$ cat src/rtl/servo_pkg.sv
// Shared types and elaboration-time helpers for the hobby-servo pulse driver.
// Holds the output FSM state encoding and the frame/pulse cycle-count derivations.
// Nothing here generates logic on its own; it is imported by servo_slew and servo_driver.
package servo_pkg;

  // Angles are whole degrees carried on an 8-bit unsigned bus.
  localparam int ANGLE_W = 8;
  // One extra bit so target-current can be represented signed without wrap.
  localparam int DIFF_W  = ANGLE_W + 1;

  // Output pulse FSM: IDLE while disabled, PULSE while the pin is high,
  // HOLD for the low remainder of an enabled frame.
  typedef enum logic [1:0] {
    IDLE  = 2'd0,
    PULSE = 2'd1,
    HOLD  = 2'd2
  } state_t;

  // Clock cycles in one servo frame.
  function automatic int frame_cycles(input int clk_hz, input int frame_hz);
    return clk_hz / frame_hz;
  endfunction

  // Clock cycles of the 0-degree pulse.
  function automatic int min_cycles(input int clk_hz, input int min_pulse_us);
    return min_pulse_us * (clk_hz / 1_000_000);
  endfunction

  // Clock cycles added per degree, truncated so the datapath needs only a constant multiply.
  function automatic int step_cycles(input int clk_hz, input int min_pulse_us,
                                     input int max_pulse_us, input int angle_max);
    return ((max_pulse_us - min_pulse_us) * (clk_hz / 1_000_000)) / angle_max;
  endfunction

endpackage

$ cat src/rtl/servo_slew.sv
// Target register with clamp plus a per-step slew limiter for the driven angle.
// current_angle moves on the step strobe only; next_angle is the value it will take at that edge.
// No backpressure: every angle_valid strobe overwrites the target immediately.
module servo_slew
  import servo_pkg::*;
#(
  parameter int ANGLE_MAX  = 180,
  parameter int HOME_ANGLE = 90,
  parameter int SLEW_DEG   = 2
) (
  input  logic               clk,
  input  logic               reset,
  input  logic [ANGLE_W-1:0] angle,
  input  logic               angle_valid,
  input  logic               step,
  output logic [ANGLE_W-1:0] current_angle,
  output logic [ANGLE_W-1:0] next_angle,
  output logic               busy
);

  localparam logic [ANGLE_W-1:0]       AMAX   = ANGLE_W'(ANGLE_MAX);
  localparam logic [ANGLE_W-1:0]       HOME   = ANGLE_W'(HOME_ANGLE);
  localparam logic [ANGLE_W-1:0]       SLEW_U = ANGLE_W'(SLEW_DEG);
  localparam logic signed [DIFF_W-1:0] SLEW_S = DIFF_W'(SLEW_DEG);

  logic [ANGLE_W-1:0]       target;
  logic signed [DIFF_W-1:0] diff;

  // Latch a new target, clamping out-of-range commands to the largest legal angle.
  always_ff @(posedge clk or posedge reset) begin
    if (reset) begin
      target <= HOME;
    end else if (angle_valid) begin
      target <= (angle > AMAX) ? AMAX : angle;
    end
  end

  // Signed distance to the target, then the limited move toward it.
  always_comb begin
    diff       = $signed({1'b0, target}) - $signed({1'b0, current_angle});
    next_angle = current_angle;
    if (diff > SLEW_S) begin
      next_angle = current_angle + SLEW_U;
    end else if (diff < -SLEW_S) begin
      next_angle = current_angle - SLEW_U;
    end else begin
      next_angle = target;
    end
  end

  // Commit the limited move once per step strobe.
  always_ff @(posedge clk or posedge reset) begin
    if (reset) begin
      current_angle <= HOME;
    end else if (step) begin
      current_angle <= next_angle;
    end
  end

  // Still travelling while the driven angle has not reached the target.
  always_comb begin
    busy = (current_angle != target);
  end

endmodule

$ cat src/rtl/servo_driver.sv
// Hobby-servo driver: slew-limited angle to a fixed-rate pulse train of MIN+angle*STEP cycles.
// Pulse starts on the first cycle of a frame; width and angle update at the frame_tick edge.
// enable is only honoured at frame boundaries, so pulses are never truncated or started mid-frame.
module servo_driver
  import servo_pkg::*;
#(
  parameter int CLK_HZ       = 100_000_000,
  parameter int FRAME_HZ     = 50,
  parameter int MIN_PULSE_US = 1000,
  parameter int MAX_PULSE_US = 2000,
  parameter int ANGLE_MAX    = 180,
  parameter int HOME_ANGLE   = 90,
  parameter int SLEW_DEG     = 2
) (
  input  logic               clk,
  input  logic               reset,
  input  logic               enable,
  input  logic [ANGLE_W-1:0] angle,
  input  logic               angle_valid,
  output logic               servo_out,
  output logic [ANGLE_W-1:0] current_angle,
  output logic               busy,
  output logic               frame_tick
);

  localparam int FRAME_CYCLES = frame_cycles(CLK_HZ, FRAME_HZ);
  localparam int MIN_CYCLES   = min_cycles(CLK_HZ, MIN_PULSE_US);
  localparam int STEP_CYCLES  = step_cycles(CLK_HZ, MIN_PULSE_US, MAX_PULSE_US, ANGLE_MAX);
  localparam int CNT_W        = $clog2(FRAME_CYCLES);

  localparam logic [CNT_W-1:0] LAST_CNT   = CNT_W'(FRAME_CYCLES - 1);
  localparam logic [CNT_W-1:0] MIN_C      = CNT_W'(MIN_CYCLES);
  localparam logic [CNT_W-1:0] STEP_C     = CNT_W'(STEP_CYCLES);
  localparam logic [CNT_W-1:0] HOME_PULSE = CNT_W'(MIN_CYCLES + HOME_ANGLE * STEP_CYCLES);
  localparam logic [CNT_W-1:0] ONE        = CNT_W'(1);

  logic [CNT_W-1:0]   count;
  logic [CNT_W-1:0]   pulse_cycles;
  logic [CNT_W-1:0]   pulse_next;
  logic [ANGLE_W-1:0] next_angle;
  logic               pulse_end;
  state_t             state;
  state_t             state_next;

  servo_slew #(
    .ANGLE_MAX  (ANGLE_MAX),
    .HOME_ANGLE (HOME_ANGLE),
    .SLEW_DEG   (SLEW_DEG)
  ) u_slew (
    .clk           (clk),
    .reset         (reset),
    .angle         (angle),
    .angle_valid   (angle_valid),
    .step          (frame_tick),
    .current_angle (current_angle),
    .next_angle    (next_angle),
    .busy          (busy)
  );

  // Free-running frame counter; runs whether or not pulses are enabled.
  always_ff @(posedge clk or posedge reset) begin
    if (reset) begin
      count <= '0;
    end else if (frame_tick) begin
      count <= '0;
    end else begin
      count <= count + ONE;
    end
  end

  // Frame boundary, pulse-end compare and the width of the pulse for the slewed angle.
  always_comb begin
    frame_tick = (count == LAST_CNT);
    pulse_end  = (count == (pulse_cycles - ONE));
    pulse_next = MIN_C + CNT_W'(next_angle) * STEP_C;
  end

  // Pulse width follows the angle that becomes current at the same frame edge.
  always_ff @(posedge clk or posedge reset) begin
    if (reset) begin
      pulse_cycles <= HOME_PULSE;
    end else if (frame_tick) begin
      pulse_cycles <= pulse_next;
    end
  end

  // FSM state register; reset forces IDLE so the pin drops without a clock.
  always_ff @(posedge clk or posedge reset) begin
    if (reset) begin
      state <= IDLE;
    end else begin
      state <= state_next;
    end
  end

  // FSM next state and pin drive.
  always_comb begin
    state_next = state;
    servo_out  = 1'b0;
    case (state)
      IDLE: begin
        if (frame_tick && enable) begin
          state_next = PULSE;
        end
      end
      PULSE: begin
        servo_out = 1'b1;
        if (pulse_end) begin
          state_next = HOLD;
        end
      end
      HOLD: begin
        if (frame_tick) begin
          state_next = enable ? PULSE : IDLE;
        end
      end
      default: begin
        state_next = IDLE;
      end
    endcase
  end

endmodule

$ cat config.mk
export PLATFORM = sky130hd
export DESIGN_NAME = servo_driver
export DESIGN_NICKNAME = d
export VERILOG_FILES = /design/src/rtl/servo_pkg.sv /design/src/rtl/servo_slew.sv /design/src/rtl/servo_driver.sv
export SDC_FILE = /design/constraint.sdc
export NUM_CORES = 1
export LEC_CHECK = 0
export ABC_AREA = 1
export CAP_MARGIN = 20
export CORE_ASPECT_RATIO = 0.9
export CORE_MARGIN = 8
export CORE_UTILIZATION = 25
export CTS_CLUSTER_DIAMETER = 50
export DETAILED_ROUTE_END_ITERATION = 10
export SLEW_MARGIN = 20
export SYNTH_ARGS = -nofsm -noshare
export SYNTH_HDL_FRONTEND = slang
export SYNTH_HIERARCHICAL = 1
export SYNTH_SLANG_ARGS = --single-unit
$ cat constraint.sdc
create_clock -name clk -period 15.07 [get_ports clk]
set_input_delay 1.507 -clock clk [delete_from_list [all_inputs] [get_ports clk]]
set_output_delay 1.507 -clock clk [all_outputs]
set_load 0.02 [all_outputs]
**Yosys cells after proc, flatten, opt, wreduce, memory -nomap -nowiden**

Index checks and enable logic that the tools add are counted.

- $add $sub $neg: 6
- $mul: 1
- Magnitude comparators: 3
- Equality and inequality tests: 8
- Muxes and demuxes: 10
- Reductions and logical operators: 3

Operator list:

| kind | count |
|---|---|
| $mux W8 | 3 |
| $add A21 B1 Y21 const B | 1 |
| $eq A21 B21 Y1 | 1 |
| $eq A21 B21 Y1 const B | 1 |
| $mux W21 | 1 |
| $sub A21 B1 Y21 const B | 1 |
| $add A17 B18 Y19 const A | 1 |
| $mul A8 B10 Y18 const B | 1 |
| $gt A9 B3 Y1 const B | 1 |
| $lt A9 B2 Y1 const B | 1 |
| $sub A8 B8 Y9 | 1 |
| $add A8 B2 Y8 const B | 1 |
| $gt A8 B8 Y1 const B | 1 |
| $ne A8 B8 Y1 | 1 |
| $sub A8 B2 Y8 const B | 1 |
| $mux W2 | 3 |
| $ne A2 B2 Y1 const B | 3 |
| $pmux W2 S3 | 1 |
| $reduce_and A3 Y1 | 1 |
| $eq A2 B1 Y1 const B | 1 |
| $eq A2 B2 Y1 const B | 1 |
| $logic_not A2 Y1 | 1 |
| $mux W1 | 2 |
| $logic_and A1 B1 Y1 | 1 |

- Bits in registers: 60
- Output and inout bits: 11

**Depth between registers and ports, before layout**

- Depth after elaboration: 6
- Gate-level depth with buffers: 34
- Gate-level depth less buffers: 34

**Cells and area by module**

Netlist, hierarchy kept.

Modules (own cells, without submodules):

| module | times used | cells an instance | area an instance (µm²) | sequential area each (µm²) |
|---|---|---|---|---|
| servo_driver | 1 | 579 | 4,279.1 | 1,063.5 |
| servo_slew | 1 | 262 | 1,682.9 | 410.4 |

**Worst setup path before layout**

OpenSTA, ideal clock, no wires.

- Kind: reg2reg
- Start point: register u_slew.current_angle[3]
- End point: register pulse_cycles[16]
- Setup time: 121 ps
- Data arrival time: 5,657 ps
- Path slack: 9,292 ps
- Stages on the path, launching flop included: 33
- Path buffers: 1
- Period minus slack after synthesis: 5,778 ps
- Cell sequence: dfstp_2 -> clkbuf_1 -> inv_1 -> ha_1 -> nand2_1 -> nand2_1 -> nand2_1 -> nand3_1 -> nand2_1 -> nand2_1 -> nor2_2 -> nand2_4 -> nand2_4 -> nand2_1 -> nand3_1 -> and2_1 -> inv_1 -> ha_1 -> fa_1 -> inv_1 -> fa_1 -> inv_1 -> fa_1 -> inv_1 -> ha_1 -> inv_1 -> nor3_1 -> nand3_1 -> nand3_1 -> nand3_1 -> a21o_1 -> nand3_1 -> o21ai_1

- Word-level cells in the longest chain between the ends: 6
- Elaborated cells between the ends (all ways): 9
- Those cells by class: add/sub: 4; mul: 1; order compare: 2; mux: 2

RTL lines:

| what | line | text |
|---|---|---|
| start, declared | servo_slew.sv:16 | `output logic [ANGLE_W-1:0] current_angle,` |
| start signal, assigned | servo_slew.sv:56 | `current_angle <= next_angle;` |
| $sub A8 B8 Y9 | servo_slew.sv:40 | `diff = $signed({1'b0, target}) - $signed({1'b0, current_angle});` |
| $lt A9 B2 Y1 | servo_slew.sv:44 | `end else if (diff < -SLEW_S) begin` |
| $mux W8 | servo_slew.sv:44 |  |
| $mux W8 * | servo_slew.sv:42 | `if (diff > SLEW_S) begin` |
| named net next_angle[6] | servo_driver.sv:40 | `logic [ANGLE_W-1:0] next_angle;` |
| $mul A8 B10 Y18 * | servo_driver.sv:75 | `pulse_next = MIN_C + CNT_W'(next_angle) * STEP_C;` |
| $add A17 B18 Y19 * | servo_driver.sv:75 |  |
| end signal, assigned | servo_driver.sv:83 | `pulse_cycles <= pulse_next;` |
| end, declared | servo_driver.sv:38 | `logic [CNT_W-1:0] pulse_cycles;` |

The timed path passes the listed nets; every way through them passes the cells marked *.
A chain may end at the register's enable or synchronous reset.

**Worst setup path in the final report**

- Start point: register u_slew.current_angle[4]
- End point: register pulse_cycles[18]

The elaborated chain is that of the path after synthesis.

==> results.sh <==
export IMPL_cts_tree="built"
export IMPL_yosys_most_used_dff="dfrtp_1"
export IMPL_power_density_nw_per_um2=110
export IMPL_cts_sinks=58
export IMPL_cts_hold_fix_buffers=0
export IMPL_synth_cell_types=48
export IMPL_worst_setup_path_type="flip-flop to flip-flop"
export IMPL_cp_start_kind="flip-flop"
export IMPL_min_period_ps=6260
export IMPL_ant_nets=0
export IMPL_drt_wl_total_um=14600
export IMPL_viasPerCell=4.53
export IMPL_num_io_pins=23
export IMPL_cts_buffers=9
export IMPL_n_antenna_cell=0
export IMPL_maxSlewViolCount=0
export IMPL_rsz0062_at_grt="no"
export IMPL_finalCritPeriodShare=0.415
export IMPL_endpoint_kind="flip-flop"
export IMPL_die_area_um2=29100
export IMPL_htreeDepth=3
export IMPL_place_gp_congestion=0.887
export IMPL_hp_class="flip-flop to flip-flop"
export IMPL_fin_skew_ps=7.63
export IMPL_ys_warn_count=6
export IMPL_fillerInstances=2516
export IMPL_path_clk_slew_ps=60
export IMPL_slowest_stage="dfstp_2"
export IMPL_via_count=5311
export IMPL_synthCells=841
export IMPL_arrival_ps=6480
export IMPL_postCtsResizedCells=0
export IMPL_yosysTopAreaCellShare=0.168
export IMPL_setup_slack_ps=8810
export IMPL_dp_hpwl_um=11700
export IMPL_critPathMaxStageDelay_ps=590
export IMPL_finalSetupTns_ps=0
export IMPL_portBuffers=22
export IMPL_core_area_um2=23400
export IMPL_final_nets=949
export IMPL_peakVddDrop_uv=62.4
export IMPL_seq_area_um2=1470
export IMPL_post_drt_wl_per_cell_um=12.4
export IMPL_status="finished, final reports clean"
export IMPL_row_count=53
export IMPL_worstSkewPairLatency_ps=340
export IMPL_crit_path_frequent_cell="nand2_1"
export IMPL_leakage_nw=3.47
export IMPL_multiInputGateArea_um2=3900
export IMPL_yosysTopAreaCell="dfrtp_1"
export IMPL_cap_violations=0
export IMPL_clock_path_buffers=2
export IMPL_drt_iter0_markers=347
export IMPL_grt_max_degree=43
export IMPL_seq_area_frac_synth=0.247
export IMPL_antenna_found_initial=0
export IMPL_synthToLayoutAreaGrowth_pct=15.1
export IMPL_drive_gt1_frac=0.116
export IMPL_worstMarginPinSlew_ps=759
export IMPL_setup_viol=0
export IMPL_gr_total_overflow=0
export IMPL_cts_setup_buffers=0
export IMPL_place_ws_ps=8870
export IMPL_crit_required_ps=15290
export IMPL_timing_fmax_mhz=160
export IMPL_detail_route_first_pass_iterations=5
export IMPL_slew_headroom=0.488
export IMPL_start_util=0.255
export IMPL_grt_pass1_vias=5215
export IMPL_hold_viol_final=0
export IMPL_synth_nets=924
export IMPL_grt_total_usage=0.106
export IMPL_crit_fanout=10
export IMPL_async_flop_share=1.00
export IMPL_ys_top_cells_by_area="dfrtp_1 17%, nand2_1 13%, ha_1 12%"
export IMPL_grt_pass1_wl_um=25200
export IMPL_syn_area_um2=5960
export IMPL_synth_edf_count=0
export IMPL_ys_ff_latch=58
export IMPL_clockRootBuffer="clkbuf_16"
export IMPL_die_height_um=163
export IMPL_drc_errors=0
export IMPL_postSynthAreaPerCell_um2=7.09
export IMPL_die_w_um=179
worst max-delay path: cells and delay by family (launching register included):
kind | cells | cell delay [ps]
AO/OA/AOI/OAI | 5 | 710
AND/OR/NAND/NOR | 15 | 1590
flip-flops | 1 | 590
buffers and inverters | 6 | 520
adder cells (fa/ha/maj) | 6 | 2710
state kept, by name, summed over array words and instances, names as in the netlist:
register	cells
count	21
pulse_cycles	19
state	2
u_slew/current_angle	8
u_slew/target	8
synthesized netlist by cell type, types with 3 or more instances:
cell type and number:
nor2_1 73, nor2_2 12, nand3b_1 8, dfrtp_1 40, buf_2 5, inv_2 13, a31oi_1 3, fa_1 15
nand2_1 203, o21ai_0 9, nor3_1 7, xor2_1 32, nand3_2 8, and2_1 9, ha_1 56, inv_1 130
nand3_1 79, o21bai_1 3, nand2_2 16, nand2_4 3, a21oi_1 22, o21ai_1 21, nand4_1 13, xnor2_1 6
nor4_1 10, dfstp_2 18
metrics by stage:
stage	hold WS, ps	power, mW	util	area [um^2]	std cells
floorplan	456	0.432	-	5960	841
global placement	481	0.506	0.278	6510	1157
detailed placement	488	0.509	0.278	6510	1157
CTS	496	0.766	0.293	6860	1173
global route	517	0.828	0.293	6860	1173
finish	493	0.756	0.293	6860	1173
logic make-up after synthesis:
family,synth area share
fa+ha+maj,0.168
compound gates,0.0678
buf+inv,0.0993
xor+xnor,0.0596
flops,0.247
simple gates,0.358
placed cells by master (no fill, tap or decap), drive strengths merged, types with 22 or more instances in the layout:
cell and count:
a21oi 23, clkdlybuf4s50 22, dfrtp 40, ha 56, inv 143, nand2 222
nand3 87, nor2 87, o21ai 32, xor2 32
worst paths after layout:
check                                             start                 endpoint  slack, ps  depth (start not counted)
worst max-delay path            u_slew/current_angle[4]         pulse_cycles[18]       8810                         32
min in group asynchronous                         reset  u_slew/current_angle[0]       1600                          2
max in group asynchronous                         reset         pulse_cycles[14]      13050                          3
worst max register to register  u_slew/current_angle[4]         pulse_cycles[18]       8810                         32
worst min register to register          pulse_cycles[1]          pulse_cycles[1]        490                          2
worst min-delay path                    pulse_cycles[1]          pulse_cycles[1]        490                          2
final cells by class:
class | count | share of cell area
Inverter | 143 | 0.0782
Timing Repair Buffer | 23 | 0.0332
Multi-Input combinational cell | 631 | 0.568
Sequential cell | 58 | 0.215
Clock buffer | 9 | 0.0328
Tap cell | 302 | 0.0551
Clock inverter | 7 | 0.0182
layer usage:
metal  GRT usage  wire [um]  part of all wire
met2       0.169       6540              0.45
met5           0          0                 0
met1       0.143       7300              0.50
met4      0.0225        153             0.011
met3      0.0243        580             0.040
power breakdown:
group / leakage, nW / internal (mW) / switching (mW) / total, mW
clock: 0.170 / 0.163 / 0.0838 / 0.247
combinational: 2.58 / 0.129 / 0.219 / 0.349
sequential: 0.715 / 0.159 / 0.00181 / 0.161
Note: power is estimated with default switching activity, not from simulation.
